File: src/rtl/uart_tx_arbiter.sv
// uart_tx_arbiter: round-robin sharing of one uart_tx serializer among NREQ byte sources.
// Optional stalled-frame abort is compiled in with UART_TX_ARB_TIMEOUT_EN.
module uart_tx_arbiter #(
    parameter int NREQ    = 4,
    parameter int DW      = 8,
    parameter int TIMEOUT = 200000
) (
    input  logic                    clk,
    input  logic                    rst_n,
    input  logic [NREQ-1:0]         req,
    input  logic [NREQ*DW-1:0]      req_data,
    output logic [NREQ-1:0]         ack,
    output logic [NREQ-1:0]         done,
    output logic                    tx_start,
    output logic [DW-1:0]           tx_din,
    input  logic                    tx_done_tick,
    output logic                    busy,
    output logic [$clog2(NREQ)-1:0] owner,
    output logic                    timeout_err
);
    localparam int IW = $clog2(NREQ);

    typedef enum logic [1:0] {IDLE, LAUNCH, WAIT} state_t;

    state_t        state;
    logic [IW-1:0] ptr;
    logic [IW-1:0] cand;
    logic [IW-1:0] grant;
    logic          hit;
    logic          expired;
    logic          cooldown;

    if (NREQ < 2 || NREQ > 16 || TIMEOUT < 2) begin : g_bad_param
        $error("uart_tx_arbiter: parameter out of range");
    end

    // Round-robin search: first requester after ptr, wrapping modulo NREQ.
    always_comb begin
        grant = '0;
        hit   = 1'b0;
        cand  = ptr;
        for (int i = 0; i < NREQ; i++) begin
            cand = (cand == IW'(NREQ - 1)) ? '0 : cand + 1'b1;
            if (!hit && req[cand]) begin
                grant = cand;
                hit   = 1'b1;
            end
        end
    end

`ifdef UART_TX_ARB_TIMEOUT_EN
    localparam int CW = $clog2(TIMEOUT + 1);
    logic [CW-1:0] cnt;
    assign expired = (cnt == CW'(TIMEOUT - 1));
`else
    assign expired     = 1'b0;
    assign timeout_err = 1'b0;
`endif

    // The cycle a completion or abort is reported is spent in IDLE without
    // arbitrating, so the next launch comes two cycles after that report.
    assign cooldown = (|done) || timeout_err;

    // Arbitration FSM with registered handshake pulses and latched byte.
    always_ff @(posedge clk or negedge rst_n) begin
        if (!rst_n) begin
            state    <= IDLE;
            ptr      <= IW'(NREQ - 1);
            owner    <= '0;
            tx_din   <= '0;
            ack      <= '0;
            done     <= '0;
            tx_start <= 1'b0;
            busy     <= 1'b0;
`ifdef UART_TX_ARB_TIMEOUT_EN
            cnt         <= '0;
            timeout_err <= 1'b0;
`endif
        end else begin
            ack      <= '0;
            done     <= '0;
            tx_start <= 1'b0;
`ifdef UART_TX_ARB_TIMEOUT_EN
            timeout_err <= 1'b0;
            cnt         <= (state == WAIT) ? cnt + 1'b1 : '0;
`endif
            case (state)
                IDLE: begin
                    if (hit && !cooldown) begin
                        owner    <= grant;
                        tx_din   <= req_data[grant*DW +: DW];
                        ack      <= NREQ'(1) << grant;
                        tx_start <= 1'b1;
                        busy     <= 1'b1;
                        state    <= LAUNCH;
                    end
                end
                LAUNCH: state <= WAIT;
                WAIT: begin
                    if (tx_done_tick || expired) begin
                        done  <= tx_done_tick ? (NREQ'(1) << owner) : '0;
                        ptr   <= owner;
                        busy  <= 1'b0;
                        state <= IDLE;
`ifdef UART_TX_ARB_TIMEOUT_EN
                        timeout_err <= !tx_done_tick;
`endif
                    end
                end
                default: state <= IDLE;
            endcase
        end
    end
endmodule
File: config.mk
export PLATFORM = sky130hd
export DESIGN_NAME = uart_tx_arbiter
export DESIGN_NICKNAME = d
export VERILOG_FILES = /design/src/rtl/uart_tx_arbiter.sv
export SDC_FILE = /design/constraint.sdc
export NUM_CORES = 1
export LEC_CHECK = 0
export BUFFER_PORTS_ARGS = -buffer_cell sky130_fd_sc_hd__buf_4
export CORE_MARGIN = 4
export CORE_UTILIZATION = 42
export DETAILED_ROUTE_END_ITERATION = 8
export PLACE_DENSITY = 0.79
export SYNTH_ARGS = -nofsm -noshare
export SYNTH_HDL_FRONTEND = slang
export SYNTH_SLANG_ARGS = --single-unit
File: constraint.sdc
create_clock -name clk -period 2.2 [get_ports clk]
set_clock_uncertainty 0.15 [all_clocks]
set_input_delay 0.11 -clock clk [delete_from_list [all_inputs] [get_ports clk]]
set_output_delay 0.11 -clock clk [all_outputs]
set_load 0.01 [all_outputs]
# == Yosys cells after proc, flatten, opt, wreduce, memory -nomap -nowiden ==
# Index checks and enable logic that the tools add are counted.
# word_totals
inputBits,39
ff_bits,24
output_inout_bits,21
# op_classes
add_sub_neg,4
n_lt_le_gt_ge,4
shifts,3
muxes,32
n_eq_ne,8
reduce_logical,15
# ops
cell,count
32-bit by 6-bit indexed part select with 8-bit output,1
2-bit two-way mux,10
4-bit two-way mux,4
"2-bit by 3-bit < comparator with 1-bit output, second input constant",4
1-bit two-way mux,12
"2-bit equality test, second input constant",5
"2-bit by 1-bit adder with 2-bit output, second input constant",4
1-bit binary-select mux with 2-bit select,4
"1-bit by 2-bit << shifter with 4-bit output, first input constant",2
2-bit one-hot mux with 3 select lines,1
2-bit AND reduction,3
1-bit logical AND,4
1-bit zero test,4
"2-bit != test, second input constant",2
4-bit OR reduction,1
3-bit AND reduction,1
"2-bit by 1-bit equality test with 1-bit output, second input constant",1
2-bit zero test,1
1-bit one-hot mux with 2 select lines,1
2-bit nonzero test,1

# == Depth between registers and ports, before layout ==
# Gate-level depths: netlist (run 1).
# logic_depth
depth_word,17
mapped_depth,7

# == Worst setup path after synthesis (run 1) ==
# OpenSTA, ideal clock, no wires.
# synth_path
path_kind,reg2reg
start,reg ptr[0]
end,reg tx_din[0]
path_stages_with_launch,8
path_slack_ns,0.008
arrival_time_ns,1.911
path_buffers,1
path_cell_list,dfstp_2 > ha_1 > nand2b_1 > a21o_2 > and3_1 > buf_6 > o32ai_2 > nor3_2
# synth_between
elab_chain_cells,16
# synth_rtl
item,line,source
from (decl),26,logic [IW-1:0] ptr;
from (signal assigned),68,ptr <= IW'(NREQ - 1);
from (signal assigned),102,ptr <= owner;
2-bit by 1-bit adder with 2-bit output or 2-bit equality test (tied branches),43,cand = (cand == IW'(NREQ - 1)) ? '0 : cand + 1'b1;
2-bit two-way mux *,43,
branches (longest 14 deep; another with 2-bit by 1-bit adder with 2-bit output),n/a,
to (signal assigned),91,tx_din <= req_data[grant*DW +: DW];
to (decl),15,"output logic [DW-1:0] tx_din,"
# Every way passes the cells marked *. The select of a mux whose other input is x is not followed.
# A chain may end at the register's enable or synchronous reset.

# == Final worst setup path (run 1) ==
# layout_path
start,reg ptr[0]
end,reg tx_din[5]
# The elaborated chain is that of the path after synthesis.

==> flow_summary.yaml, run 1 <==
die:
  initial_core_util_pct: 43.8
  io_pins: 60
  dieArea_mm2: 0.00415
  core_area_mm2: 0.00305
  die_h_um: 64.4
  rows: 20
  fp.dieW_um: 64.4
global_routing:
  grt_pass1_wl_mm: 6.56
  track_usage_pct: 20.1
  grt_overflow: 0
  grt.busiest_layer: "met2"
  grt_max_degree: 25
  gr-usage-met1_pct: 25.4
  antenna_found_initial: 0
  use_met3_pct: 2.43
  grt_pass1_vias: 1419
  met2_usage_pct: 34.8
finish:
  nets: 263
  final_cell_mix: "67 x buf_4, 22 x dfrtp_1, 19 x dlygate4sd3_1"
  n_antenna_cell: 0
  finalNonFillerCells: 266
  final_common_cell: "buf_4"
  seq_area_um2: 603
  design_area_mm2: 0.00215
  syn2layout_area_growth_pct: 60.5
  multiInputGateArea_um2: 733
  drive_gt1_share_pct: 44.1
  n_fill_cell: 226
detailed_routing:
  drtPass1Iterations: 4
  drt_iter0_drc: 53
  antenna_left: 0
  drt_wl_total_mm: 4.09
  avgViaCountPerCell: 5.27
  wl_per_cell_um: 15.4
  num_vias: 1403
  drcViolationCount: 0
setup_path:
  start_kind: "register"
  critPathMaxFanout: 5
  worstSetupEndpointType: "register"
  crit_chain: "ha_4 -> mux2_4 -> o21ai_2 -> buf_4 -> a31oi_1 -> o21ai_0 -> nand3_1"
  worst-path-buf-inv: 1
  critical_path_required_ps: 2260
  critPathKind: "register to register"
  critical-path-max-stage-delay_ps: 580
  arrival_ps: 2240
  reg2reg_slack_ps: 20
  cp_slowest_cell: "dfstp_2"
  critPathTopFamily: "flip-flops"
synthesis:
  synth_area_mm2: 0.00134
  yosys_warnings: 0
  yosysSeqAreaShare_pct: 45.1
  syn_nets: 177
  synth-seq-cells: 24
  syn_area_per_cell_um2: 9.76
  synthCells: 137
  synth.distinct_cells: 40
clocking:
  cts_root_buf: "clkbuf_4"
  clock_sinks: 24
  clk_pin_slew_ps: 120
  cts_tree: "yes"
  cts-buffers-inserted: 3
  clk_path_buf_depth: 2
  insertion_delay_ps: 330
  h-tree-depth: 1
sta:
  setup_viol: 0
  rsz0062_at_grt: "true"
  final-hold-violation-count: 1
  min_period_over_period_pct: 99.1
  fmax_mhz: 459
  hold_slack_ps: -10.4
  finalMaxSlewViolations: 0
  min_period_ps: 2180
worst_hold_path:
  hold_class: "input port to register"
pwr:
  leakagePower_nw: 1.03
  power.internal_w: 0.00149
  clkPwrFrac_pct: 9.0
  power_density_mw_per_mm2: 1210
  comb_power_share_pct: 60.7
  sw_frac_of_total_pct: 42.5
  irDropWorstVdd_uv: 439
  power.total_w: 0.00259
  switchingPower_w: 0.00110
  p_seq_share_pct: 30.3
placement:
  place_area_mm2: 0.00186
  gp_routability_congestion: 0.813
  placedCellCount: 242
  io_buffers: 58
  place_hpwl_mm: 2.94
run_status:
  status: "finished with violations"
  violations: "negative hold slack"
job:
  maxCapViolCount: 0
==> layer usage <==
metal / share of wire, % / wire length [um] / vias up
met3: 6.6 / 271 / 7
li1: - / - / 666
met1: 41 / 1660 / 660
met5: 0 / 0 / -
met2: 51 / 2080 / 70
met4: 2.0 / 81 / 0
==> registers in the layout, indices dropped and copies added (netlist names) <==
signal,flops
ptr,2
state,2
busy,1
tx_start,1
ack,4
tx_din,8
owner,2
done,4
==> final timing paths <==
check	startpoint	end	cells after the start
max	ptr[0]	tx_din[5]	7
min	req_data[6]	tx_din[6]	3
max reg2reg	ptr[0]	tx_din[5]	7
min reg2reg	ptr[1]	ptr[1]	2
max in group asynchronous	rst_n	ptr[1]	2
min in group asynchronous	rst_n	state[1]	2
==> kinds of logic (layout without fill, tap and decap cells) <==
| logic type | Yosys count | after routing | synth area share [%] |
|---|---|---|---|
| compound gates | 34 | 34 | 21.2 |
| simple gates | 63 | 63 | 26.3 |
| mux | 2 | 2 | 1.87 |
| other cells | 1 | 1 | 0.280 |
| flops | 24 | 24 | 45.1 |
| fa+ha+maj | 1 | 1 | 0.935 |
| buf+inv | 12 | 97 | 4.30 |
==> worst min-delay path, delay by kind of cell <==
kind / cells / cell delay (ps)
buffers and inverters: 1 / 80
and+or+nand+nor: 1 / 160
AOI/OAI and AO/OA: 1 / 80
==> per-stage QoR <==
step                setup TNS [ps]  setup WS, ps  util (%)  hold slack, ps
floorplan                        0          7.61         -            -336
global placement                 0          20.3      60.8            -136
detailed placement           -77.1         -42.9      60.8            -129
CTS                              0          10.1      68.9            11.1
global route                  -299         -67.5      70.3            16.8
finish                           0          19.9      70.3           -10.4
==> Yosys cell counts <==
master,number,area share (%)
o31a_1,1,0.65
mux2_4,1,1.1
o21ai_2,1,0.65
dfrtp_1,22,41
nor3b_1,1,0.56
ha_1,1,0.94
o31ai_1,1,0.56
conb_1,1,0.28
mux2i_1,1,0.75
nor2_1,8,2.2
inv_1,7,2.0
a22oi_1,5,2.8
nand2_1,17,4.8
nand3_1,10,3.7
a31oi_1,5,2.3
o21a_1,2,1.1
a21o_1,1,0.56
nand3_2,1,0.75
nor4_4,1,1.6
nand2b_1,3,1.4
nand3_4,1,1.3
a21o_2,1,0.65
o21ai_1,1,0.37
o211ai_2,1,0.94
a311oi_4,1,2.0
a21oi_1,2,0.75
dfstp_2,2,3.9
a221oi_1,3,2.0
buf_6,1,0.84
and2_1,3,1.4
nor3_1,9,3.4
and3_1,2,0.94
buf_2,1,0.37
o21ai_0,6,2.2
nand3b_1,1,0.56
o32ai_2,3,3.6
buf_4,1,0.56
or2_2,3,1.4
clkbuf_1,2,0.56
nor3_2,3,2.2
==> power by group through the flow <==
stage               sequential [W]  clock (W)  combinational, W
CTS                       0.000773   0.000234           0.00148
finish                    0.000786   0.000234           0.00157
global route              0.000806   0.000256           0.00171
global placement          0.000769          0           0.00136
floorplan                 0.000828          0          0.000822
detailed placement        0.000781          0           0.00140
==> cell type report <==
type | instances | share of cell area [%]
Timing Repair Buffer | 86 | 32.3
Sequential cell | 24 | 28.1
Clock buffer | 4 | 1.69
Multi-Input combinational cell | 101 | 34.1
Tap cell | 44 | 2.56
Inverter | 7 | 1.22
==> repair_timing <==
action                     in CTS  in global routing
hold endpoints to repair       34                  0
resized for setup               4                  8
hold buffers                   19                  0
pin swaps                       1                  6
setup buffers                   0                  1
setup endpoints to repair       3                  8
Note: power is estimated with default switching activity, not from simulation.
==> run 2, diff against run 1 <==
--- a/config.mk
+++ b/config.mk
@@ -5,11 +5,13 @@
 export SDC_FILE = /design/constraint.sdc
 export NUM_CORES = 1
 export LEC_CHECK = 0
+export ABC_AREA = 1
 export BUFFER_PORTS_ARGS = -buffer_cell sky130_fd_sc_hd__buf_4
 export CORE_MARGIN = 4
-export CORE_UTILIZATION = 42
+export CORE_UTILIZATION = 45
 export DETAILED_ROUTE_END_ITERATION = 8
-export PLACE_DENSITY = 0.79
+export HOLD_SLACK_MARGIN = 0.08
+export PLACE_DENSITY = 0.8
 export SYNTH_ARGS = -nofsm -noshare
 export SYNTH_HDL_FRONTEND = slang
 export SYNTH_SLANG_ARGS = --single-unit
==> run 2 against run 1 <==
Net effect: non-clock buffer count is 23 higher; critical path type unchanged; first-iteration DRC count grew to 3.3 times the previous value; core utilization is 15 points higher; fmax is 13% lower; final cell count is 48% higher; highest routed layer unchanged; worst setup slack worse by 320 ps; largest cell class unchanged; the run ends with negative setup slack left; clock-buffer cell count is 1 lower; area after synthesis is 25% higher.
==> flow_summary.yaml, run 2 <==
detailed_routing:
  wl_met2_mm: 3.46
  drt_wl_total_mm: 6.68
  drtPass1Iterations: 5
  antenna_left: 0
  avgViaCountPerCell: 5.37
  dr_wl_met3_um: 529
  wl_per_cell_um: 17.0
  drt_iter0_drc: 176
  top_layer_used: "met4"
  num_vias: 2116
  drcViolationCount: 0
  met1_length_mm: 2.41
clocking:
  h-tree-depth: 1
  clock_sinks: 24
  clk_path_buf_depth: 2
  cts_tree: "yes"
  clk_pin_slew_ps: 90
  cts_root_buf: "clkbuf_8"
  insertion_delay_ps: 260
  cts-buffers-inserted: 3
synthesis:
  synth_top_cell_by_area: "dfrtp_1"
  ys.flop_type: "dfrtp_1"
  yosys_warnings: 0
  synth-seq-cells: 24
  syn_area_per_cell_um2: 7.06
  syn_nets: 277
  synth-edff-count: 0
  ys_async_sr_fraction_pct: 100
  synth.distinct_cells: 27
  synth.top_cell.area_share_pct: 32.9
  yosysSeqAreaShare_pct: 36.0
  synthCells: 237
  ys_top_cells_by_area: "dfrtp_1 33%, nand2_1 17%, nand3_1 9.0%, inv_1 7.8%, buf_6 3.4%"
  synth_area_mm2: 0.00167
  synth_commonest_cells: "78 x nand2_1, 35 x inv_1, 30 x nand3_1"
  yosysMostFrequentCell: "nand2_1"
finish:
  finalNonFillerCells: 394
  drive_gt1_share_pct: 47.7
  regMostFlops: "tx_din"
  n_fill_cell: 172
  reg.largest.list: "tx_din (8), ack (4), done (4)"
  n_antenna_cell: 0
  nets: 389
  final_cell_mix: "80 x buf_4, 64 x nand2_1, 33 x inv_1"
  syn2layout_area_growth_pct: 76.9
  final_common_cell: "buf_4"
  largest_reg_flops: 8
run_status:
  status: "finished with violations"
  violations: "negative setup slack"
global_routing:
  grt_pass1_wl_mm: 7.98
  grt_pass1_vias: 1858
  track_usage_pct: 22.3
  grt_overflow: 0
  grt_max_degree: 25
  antenna_found_initial: 0
setup_path:
  reg2reg_slack_ps: -300
  worstSetupEndpointType: "register"
  reg2regPathDepth: 14
  arrival_ps: 2540
  worst-path-buf-inv: 3
  critical-path-max-stage-delay_ps: 570
  crit_chain: "ha_4 -> inv_6 -> nand2_8 -> nand2_4 -> nand2_4 -> nand2_4 -> buf_4 -> o21ai_2 -> inv_1 -> a21oi_2 -> nand2_2 -> nor2_4 -> nand3_2 -> nand3_1"
  critPathMaxFanout: 7
  worstReg2RegStart: "ptr[1]"
  cp_slowest_cell: "dfstp_2"
  critical_path_required_ps: 2240
  critPathKind: "register to register"
  critPathTopFamily: "simple AND/OR/NAND/NOR gates"
  start_kind: "register"
  cpMostUsedCell: "nand2_4"
  reg2reg_to: "tx_din[1]"
placement:
  gp_routability_congestion: 0.840
  io_buffers: 58
  placedCellCount: 349
  place_hpwl_mm: 3.05
die:
  core_area_mm2: 0.00347
  fp.dieW_um: 69.0
  rows: 21
  initial_core_util_pct: 48.3
  io_pins: 60
  die_h_um: 69.0
  dieArea_mm2: 0.00476
sta:
  final-hold-violation-count: 0
  min_period_over_period_pct: 113
  setup_viol: 14
  min_period_ps: 2500
  finalMaxSlewViolations: 0
  fmax_mhz: 401
  layout_setup_ws_ps: -296
  rsz0062_at_grt: "true"
worst_hold_path:
  hold_class: "input port to asynchronous set/reset pin"
job:
  maxCapViolCount: 0
run 2: cell count changes after synthesis, moves of 5 or more:
| cell | delta |
|---|---|
| a22oi_1 | -5 |
| inv_1 | +28 |
| nand2_2 | +8 |
| or2_0 | +6 |
| nand2_1 | +61 |
| a31oi_1 | -5 |
| inv_2 | +7 |
| nor3_1 | -7 |
| nand3_1 | +20 |
run 2: worst max path at each step:
| stage | start | end | slack [ps] | cells past startpoint |
|---|---|---|---|---|
| 2_1_floorplan | ptr[0] | tx_din[3] | 7 | 15 |
| 4_1_cts | ptr[0] | tx_din[5] | -20 | 15 |
| 5_1_grt | ptr[1] | tx_din[7] | -370 | 17 |
| 3_5_place_dp | ptr[0] | tx_din[3] | -310 | 13 |
| 6_report | ptr[1] | tx_din[1] | -300 | 14 |
| 3_3_place_gp | ptr[0] | tx_din[4] | -260 | 14 |
run 2: kinds of logic after synthesis:
family	Yosys count	synth area share (%)
adder cells (fa/ha/maj)	1	0.747
other	1	0.224
AO/OA/AOI/OAI	9	2.91
flip-flops	24	36.0
AND/OR/NAND/NOR	153	46.6
buffers and inverters	49	13.5
run 2: repair_timing:
item                       in CTS  in global routing
buffers inserted                6                  8
hold endpoints to repair       30                  0
pin swaps                       7                 39
resized for setup              17                 45
setup endpoints to repair      17                 16
hold buffers                   22                  0
cloned                          2                  3
run 2: worst register-to-register path, delay by kind of cell, from the launching register on:
family          cells  cell delay (ps)
compound gates      2              270
fa+ha+maj           1              200
buf+inv             3              290
flops               1              570
simple gates        8              950
run 2: routing by layer:
metal | vias up | global-route usage, %
met4 | 0 | 7.30
met3 | 36 | 4.21
met5 | - | 0
met2 | 155 | 40.4
met1 | 980 | 26.3
li1 | 945 | -
run 2: final cells by class:
class                           instances  area [um2]  area share (%)
Multi-Input combinational cell        169        1140            38.4
Inverter                               42         165            5.58
Tap cell                               46        57.6            1.94
Timing Repair Buffer                  109         926            31.3
Clock buffer                            3        41.3            1.39
Sequential cell                        24         603            20.4
Clock inverter                          1        30.0            1.01
run 2: stage by stage:
| step | hold slack (ps) | worst slack [ps] | TNS [ps] | cell area [um2] | util [%] |
|---|---|---|---|---|---|
| after floorplan | -336 | 7.18 | 0 | 1690 | - |
| after CTS | 87.7 | -19.9 | -83.0 | 2650 | 76.3 |
| after global routing | 154 | -372 | -4090 | 2960 | 85.4 |
| final | 121 | -296 | -3010 | 2960 | 85.4 |
| after detailed placement | -136 | -312 | -4080 | 2220 | 64.1 |
| after global placement | -136 | -261 | -3220 | 2220 | 64.1 |
Power of run 2 is not shown: default switching activity piles up to over one toggle a cycle in this logic, so the estimate is an artifact.
